File: config.mk
export PLATFORM = sky130hd
export DESIGN_NAME = ex_div
export DESIGN_NICKNAME = d
export VERILOG_FILES = /design/src/rtl/pipeline_types.sv /design/src/rtl/div_step.sv /design/src/rtl/ex_div.sv
export SDC_FILE = /design/constraint.sdc
export NUM_CORES = 1
export LEC_CHECK = 0
export BUFFER_PORTS_ARGS = -buffer_cell sky130_fd_sc_hd__clkbuf_2
export CAP_MARGIN = 20
export CORE_MARGIN = 1
export CORE_UTILIZATION = 50
export DETAILED_ROUTE_END_ITERATION = 10
export PLACE_DENSITY = 0.72
export RECOVER_POWER = 100
export SYNTH_ARGS = -nofsm -noshare
export SYNTH_HDL_FRONTEND = slang
export SYNTH_SLANG_ARGS = --single-unit
File: constraint.sdc
create_clock -name clk -period 6.5 [get_ports clk]
set_clock_uncertainty 0.15 [all_clocks]
set_input_delay 0.65 -clock clk [delete_from_list [all_inputs] [get_ports clk]]
set_output_delay 0.65 -clock clk [all_outputs]
set_load 0.005 [all_outputs]
File: src/rtl/pipeline_types.sv
// Shared execute-pipeline types: divider FSM states and div/mod ALU sub-ops.
// Imported by the decoder, dispatch and the execute-stage divider.
package pipeline_types;

  localparam int DIV_WIDTH = 32;

  typedef enum logic [1:0] {
    IDLE = 2'd0,
    BUSY = 2'd1,
    DONE = 2'd2
  } div_state_t;

  typedef enum logic [3:0] {
    ALU_DIV_W  = 4'h8,
    ALU_DIV_WU = 4'h9,
    ALU_MOD_W  = 4'ha,
    ALU_MOD_WU = 4'hb
  } alu_div_op_t;

  function automatic logic div_op_signed(
    input alu_div_op_t op
  );
    return (op == ALU_DIV_W) || (op == ALU_MOD_W);
  endfunction

  function automatic logic div_op_mod(
    input alu_div_op_t op
  );
    return (op == ALU_MOD_W) || (op == ALU_MOD_WU);
  endfunction

endpackage

File: src/rtl/div_step.sv
// One restoring-division iteration: shift in a dividend bit,
// compare against the divisor and conditionally subtract.
module div_step
  import pipeline_types::*;
#(
  parameter int WIDTH = DIV_WIDTH
) (
  input  logic [WIDTH:0]   rem_i,
  input  logic             bit_i,
  input  logic [WIDTH-1:0] dvs_i,
  output logic [WIDTH:0]   rem_o,
  output logic             q_o
);

  logic [WIDTH:0] shl;
  logic [WIDTH:0] diff;

  assign shl  = {rem_i[WIDTH-1:0], bit_i};
  assign diff = shl - {1'b0, dvs_i};

  // The top remainder bit only matters if the partial remainder
  // ever reached 2*divisor, which restoring division never allows.
  assign q_o   = rem_i[WIDTH] | (shl >= {1'b0, dvs_i});
  assign rem_o = q_o ? diff : shl;

endmodule

File: src/rtl/ex_div.sv
// Execute-stage iterative radix-2 restoring divider for DIV/MOD(.W/.WU).
// Holds the pipeline via pause_request while iterating.
module ex_div
  import pipeline_types::*;
#(
  parameter int WIDTH = DIV_WIDTH
) (
  input  logic             clk,
  input  logic             rst,
  input  logic             flush,
  input  logic             ex_stall,
  input  logic             start,
  input  logic             is_signed,
  input  logic             is_mod,
  input  logic [WIDTH-1:0] dividend,
  input  logic [WIDTH-1:0] divisor,
  output logic [WIDTH-1:0] result,
  output logic             done,
  output logic             busy,
  output logic             pause_request
);

  localparam int CNT_W = $clog2(WIDTH);
  localparam logic [CNT_W-1:0] LAST = CNT_W'(WIDTH - 1);

  div_state_t       state_q;
  logic [CNT_W-1:0] cnt_q;
  logic [WIDTH:0]   rem_q;
  logic [WIDTH-1:0] quo_q;
  logic [WIDTH-1:0] dvs_q;
  logic             neg_quo_q;
  logic             neg_rem_q;
  logic             mod_q;
  logic [WIDTH-1:0] result_q;
  logic             done_q;

  logic [WIDTH-1:0] mag_dvd;
  logic [WIDTH-1:0] mag_dvs;
  logic [WIDTH:0]   rem_d;
  logic             qbit;
  logic [WIDTH-1:0] quo_d;
  logic [WIDTH-1:0] r_fin;
  logic [WIDTH-1:0] res_d;
  logic             accept;

  assign mag_dvd = (is_signed && dividend[WIDTH-1]) ? -dividend : dividend;
  assign mag_dvs = (is_signed && divisor[WIDTH-1])  ? -divisor  : divisor;

  div_step #(
    .WIDTH(WIDTH)
  ) u_step (
    .rem_i(rem_q),
    .bit_i(quo_q[WIDTH-1]),
    .dvs_i(dvs_q),
    .rem_o(rem_d),
    .q_o  (qbit)
  );

  // Dividend bits shift out of quo_q while quotient bits shift in.
  assign quo_d = {quo_q[WIDTH-2:0], qbit};
  assign r_fin = rem_d[WIDTH-1:0];

  always_comb begin
    res_d = neg_quo_q ? -quo_d : quo_d;
    if (mod_q) begin
      res_d = neg_rem_q ? -r_fin : r_fin;
    end
  end

  assign accept = start && !flush && !rst;

  always_ff @(posedge clk) begin
    if (rst) begin
      state_q   <= IDLE;
      cnt_q     <= '0;
      rem_q     <= '0;
      quo_q     <= '0;
      dvs_q     <= '0;
      neg_quo_q <= 1'b0;
      neg_rem_q <= 1'b0;
      mod_q     <= 1'b0;
      result_q  <= '0;
      done_q    <= 1'b0;
    end else if (flush) begin
      state_q <= IDLE;
      done_q  <= 1'b0;
    end else begin
      unique case (state_q)
        IDLE: begin
          if (start) begin
            cnt_q     <= '0;
            rem_q     <= '0;
            quo_q     <= mag_dvd;
            dvs_q     <= mag_dvs;
            mod_q     <= is_mod;
            neg_quo_q <= is_signed &&
                         (dividend[WIDTH-1] ^ divisor[WIDTH-1]);
            neg_rem_q <= is_signed && dividend[WIDTH-1];
            if (divisor == '0) begin
              state_q  <= DONE;
              done_q   <= 1'b1;
              result_q <= is_mod ? dividend : '1;
            end else begin
              state_q <= BUSY;
            end
          end
        end
        BUSY: begin
          rem_q <= rem_d;
          quo_q <= quo_d;
          cnt_q <= cnt_q + 1'b1;
          if (cnt_q == LAST) begin
            state_q  <= DONE;
            done_q   <= 1'b1;
            result_q <= res_d;
          end
        end
        DONE: begin
          if (!ex_stall) begin
            state_q <= IDLE;
            done_q  <= 1'b0;
          end
        end
        default: begin
          state_q <= IDLE;
          done_q  <= 1'b0;
        end
      endcase
    end
  end

  assign result        = result_q;
  assign done          = done_q;
  assign busy          = (state_q == BUSY);
  assign pause_request = (state_q == IDLE && accept) ||
                         (state_q == BUSY);

endmodule

### Word level (Yosys, flattened, before mapping)

Index checks and enable logic that the tools add are counted.

* add/subtract/negate cells: 6
* $lt $le $gt $ge: 1
* equal/unequal tests: 7
* mux-type cells: 27
* bitwise logic cells: 3
* reduce and logical (&&, ||, !) cells: 18

Operator list (count)
* $mux 32: 10
* $neg 32->32: 4
* $pmux 32 s2: 2
* $mux 33: 2
* $pmux 33 s2: 1
* $ge 33x32->1: 1
* $sub 33x32->33: 1
* $logic_not 32->1: 1
* $pmux 5 s2: 1
* $reduce_and 3->1: 3
* $mux 2: 4
* $logic_and 1x1->1: 6
* $ne 2x2->1 const B: 3
* $pmux 2 s3: 1
* $add 5x1->5 const B: 1
* $eq 5x5->1 const B: 1
* $mux 5: 1
* $reduce_and 5->1: 1
* $mux 1: 4
* $reduce_and 4->1: 1
* $pmux 1 s3: 1
* $eq 2x1->1 const B: 1
* $eq 2x2->1 const B: 1
* $logic_not 1->1: 2
* 8 further kinds: 8

* register bits after elaboration: 140
* bits of input ports: 71
* logic and storage cells: 72

### Logic depth before layout (Yosys ltp)

* depth in word-level cells: 8
* depth in mapped cells: 24
* gate-level depth less buffers: 19

### Modules after synthesis

From an unflattened synthesis, not the netlist that was laid out.

* cell total of the unflattened synthesis: 1541
* area, all modules: 11283.3 um2

Modules (own cells, without submodules)
* ex_div: instances 1, cells an instance 1200, area an instance 9024.9 um2, seq. area each 2802.7 um2
* div_step: instances 1, cells an instance 341, area an instance 2258.4 um2, seq. area each 0.0 um2

### Worst setup path before layout

No wires, ideal clock.

* kind: flip-flop to flip-flop
* start point: reg dvs_q[17]
* end point: reg result_q[22] (netlist: result[22])
* setup time: 0.122 ns
* data arrival time: 4.371 ns
* data required time: 6.228 ns
* path slack: 1.857 ns
* cell stages (with the launch flop): 24
* buffers on the path: 5
* period minus slack after synthesis: 4.643 ns
* cell sequence: dfxtp_1 > inv_1 > ha_1 > buf_2 > nand4_1 > nor4_1 > nand4_1 > and2_1 > buf_4 > nand3_2 > buf_2 > buf_1 > buf_6 > a21oi_1 > inv_1 > ha_1 > nand2_1 > or4_1 > o32ai_1 > o211ai_1 > o31ai_1 > xnor2_1 > a21oi_1 > a221o_1

* longest elaborated chain between the ends: 8

RTL lines
* start, declared: line ex_div.sv:30 `logic [WIDTH-1:0] dvs_q;`
* start signal, assigned: line ex_div.sv:94 `dvs_q <= mag_dvs;`
* $ge 33x32->1: line div_step.sv:23 `assign q_o = rem_i[WIDTH] | (shl >= {1'b0, dvs_i});`
* $or 1x1->1: line div_step.sv:23
* $mux 33: line div_step.sv:24 `assign rem_o = q_o ? diff : shl;`
* $neg 32->32: line ex_div.sv:66 `res_d = neg_rem_q ? -r_fin : r_fin;`
* $mux 32: line ex_div.sv:66
* $mux 32 *: line ex_div.sv:65 `if (mod_q) begin`
* $mux 32 *: line ex_div.sv:112 `if (cnt_q == LAST) begin`
* $pmux 32 s2 *: line ex_div.sv:88 `unique case (state_q)`
* end signal, assigned: line ex_div.sv:102 `result_q <= is_mod ? dividend : '1;`
* end signal, assigned: line ex_div.sv:115 `result_q <= res_d;`
* end, declared: line ex_div.sv:34 `logic [WIDTH-1:0] result_q;`

Every way passes the cells marked *; elsewhere a longest branch is shown, timed or not. The select of a mux whose other input is x is not followed.
A chain may end at the register's enable or synchronous reset.

### Worst setup path after layout

* start point: reg state_q[1]
* end point: reg result_q[29] (netlist: result[29])

* longest elaborated chain between the ends: 3

RTL lines
* start, declared: line ex_div.sv:26 `div_state_t state_q;`
* start signal, assigned: line ex_div.sv:74 `state_q <= IDLE;`
* start signal, assigned: line ex_div.sv:85 `state_q <= IDLE;`
* start signal, assigned: line ex_div.sv:100 `state_q <= DONE;`
* $eq 2x1->1 / $logic_not 2->1 (equally long branches): line ex_div.sv:88
* $ne 2x1->1 (no source line), or another cell as far along
* $reduce_and 5->1 (no source line)

Several ways; a longest one is shown, not always the timed one.

==> results.md <==
- H-Tree Depth: 4
- Setup tns final: 0 ps
- FF+latch area: between 2000 and 3000 µm²
- Starting density of the core: between 50 and 60%
- Maximum number of pins on one net before global-route repair: 99
- Worst-path clk slew: approximately 70 ps
- Max_cap viols: 4
- Clock Path Buffers: 2
- Root buf cell: clkbuf_16
- Crit Path Category: reg -> reg
- Ports: 106
- Largest stage delay, worst path: around 3100 ps
- Top cell family by delay on the critical path: buffers and inverters
- WP data arrival: 5590 ps
- Mapped cell area: approximately 11000 µm²
- Crit path buffers/inverters: 3
- Routed via count: about 12000
- Area of the multi-input gates: 7900 µm²
- Most frequent cell on the critical path: nor2_1
- Die W: 152.5 µm
- Area of the core: roughly 22000 µm²
- Met2 wire length: between 15 and 20 mm
- Most frequent cells after synthesis: nor2_1, a21oi_1, nand2_1
- WP data required: 6730 ps
- RSZ-0062 raised after global routing: false
- Vias per inst: around 6.3
- Avg WL per Cell: between 15 and 20 µm
- M1 WL: between 15 and 20 mm
- First-pass GRT wire length: between 50 and 60 mm
- Hold Crit Class: reg -> reg
- CP Launch Type: flop
- CTS tree: done
- Postcts setup bufs: 0
- Final HPWL DP: around 26 mm
- Gr ovfl total: 0
- Max FO, Critical Path: 98
- Yosys warns: 0
- FF-to-FF path depth: 10
- Synth async-reset ratio: 0%
- Number of global-route vias before repair: around 11000
- Area fraction of the dominant cell type after synthesis: roughly a quarter
- Hold_sp: result[23]
- Hold Crit Endpoint: result[23]
- Clock latency on the worst-skew pair: 440 ps
- Pleak: roughly 4.8 nW
- Final min period: between 5000 and 6000 ps
- Worst Max-Slew Pin Slew: ~4400 ps
- Max Fclk: about 190 MHz
- DRC violations left: 4
- Ant diodes: 0
- Synth Register Bits: 140
- Reg-to-reg critical path endpoint: result[29]
- WL final: roughly 36 mm
- Synth area leaders: dfxtp_1, nor2_1, a21oi_1, xnor2_1, nand2_1
- Port-buffer cells: about 110
- Die height: roughly 150 µm
- Layout Utilization: approximately 57%
- Max_slew headroom: -191.6%
- Fillers: between 2000 and 2500
- Global-route usage over all layers: between 30 and 40%
- Ys flop type: dfxtp_1
- Final hold vios: 0
- Fraction of layout cells with a size suffix above 1: a little over a tenth
- Register area share after synthesis: about a quarter
- Setup violators final: 0
- Num rows: between 50 and 60
- Pre-CTS setup slack: ~1500 ps
- Area Overhead vs Synth: 10.53%
- Crit path capture type: flop
- Clk sinks: between 100 and 150
- Met3 Wirelength: approximately 2.6 mm
- Final RePlAce weighted congestion: roughly 0.95
- Hold buffer count at cts: 0
- Count leader, synth: nor2_1
- Library cells used by synthesis: 92
- Final slew viol count: between 200 and 300
- Crit-path slowest cell: clkbuf_1
- Mean Syn Cell Area: roughly 7.2 µm²
- EDFF count, synth: 0
- Failing checks: DRC, capacitance limit, slew limit
- Top sig layer: met4
- Outcome: finished, violations left
- Reg-to-reg setup timing slack: 1140 ps
- Cells resized by post-CTS repair: 0
- Worst Setup Slack, final: roughly 1100 ps
- TritonCTS buffer count: 17
- Drt first pass iters: 8
- Mapped Cells: 1565
- Crit path cell chain: nor2_1, o21ai_4, clkbuf_1, nor2_1, buf_4, nor2_1, buf_4, a21oi_1, a32oi_1, o21a_1
- Routed Antenna Nets: 0
- Reg-to-reg startpoint: state_q[1]
- Drt initial violations: slightly below 1000
- Nets@finish: around 1700
- Initial antenna violation count: 0
- Smallest hold slack: roughly 290 ps
- Die area: around 23000 µm²
- Post-Syn Nets: 1675
- Period Utilization, post-route: just over 80%
- Max IR drop VDD: around 0.17 mV
- Power density over cell area: 213.8 nW/µm²
- Worst Hold Depth: 2
- Post-synth top area cell: dfxtp_1
## power breakdown
part	switching, W	internal (W)
registers	0.0000310	0.000887
logic	0.000431	0.000235
clock network	0.000429	0.000662
total	0.000891	0.00178
## worst max-delay path by stage
stage / startpoint / end / slack, ps / cells past startpoint
5_1_grt: state_q[1] / result[29] / 630 / 10
3_5_place_dp: rem_q[7] / result[22] / 1500 / 16
4_1_cts: rem_q[7] / result[22] / 1470 / 16
6_report: state_q[1] / result[29] / 1140 / 10
2_1_floorplan: dvs_q[17] / result[22] / 1860 / 23
3_3_place_gp: rem_q[3] / result[22] / 1750 / 16
## layer usage
layer / GRT usage (%) / up-vias
met5: 0 / -
li1: - / 5809
met2: 48.83 / 491
met4: 10.49 / 0
met1: 41.73 / 5655
met3: 4.750 / 84
## registers in the layout, indices dropped and copies added, names as in the netlist
name	flops
rem_q	33
dvs_q	32
quo_q	32
result	32
cnt_q	5
state_q	2
done	1
mod_q	1
neg_quo_q	1
neg_rem_q	1
## cell type report
class | instances | share of cell area, %
Clock inverter | 14 | 1.640
Tap cell | 280 | 2.800
Timing Repair Buffer | 118 | 4.870
Clock buffer | 18 | 3.510
Sequential cell | 140 | 22.40
Inverter | 54 | 1.640
Multi-Input combinational cell | 1274 | 63.14
## cells by family after synthesis
| logic type | share of synthesized area, % |
|---|---|
| xor+xnor | 9.672 |
| flops | 24.76 |
| simple gates | 24.31 |
| compound gates | 30.10 |
| mux | 1.271 |
| buf+inv | 5.516 |
| fa+ha+maj | 4.377 |
## layout by cell type (no fill, tap or decap), types with 25 or more instances in the layout
cell,synthesis,routed
dfxtp_1,140,140
nor2_1,227,227
xnor2_1,65,65
o31ai_1,30,30
nand2_1,143,143
nand3_1,25,25
inv_1,51,51
clkbuf_2,2,87
o21ai_0,96,96
xor2_1,60,60
a211oi_1,61,61
nor3_1,40,40
ha_1,38,38
a21oi_1,144,144
## worst reg2reg max path: cells and delay by family (launching register included)
kind	cells	cell delay, ps
buf+inv	3	3680
compound gates	4	530
flops	1	520
simple gates	3	430
## stage by stage
stage | total power [W] | cell area [µm²] | instances
floorplan | 0.001406 | 11320 | 1565
global placement | 0.001577 | 11890 | 1865
detailed placement | 0.001584 | 11890 | 1865
CTS | 0.002664 | 12530 | 1897
global route | 0.002793 | 12510 | 1898
finish | 0.002675 | 12510 | 1898
No activity file was read; power rests on OpenSTA's default activity.
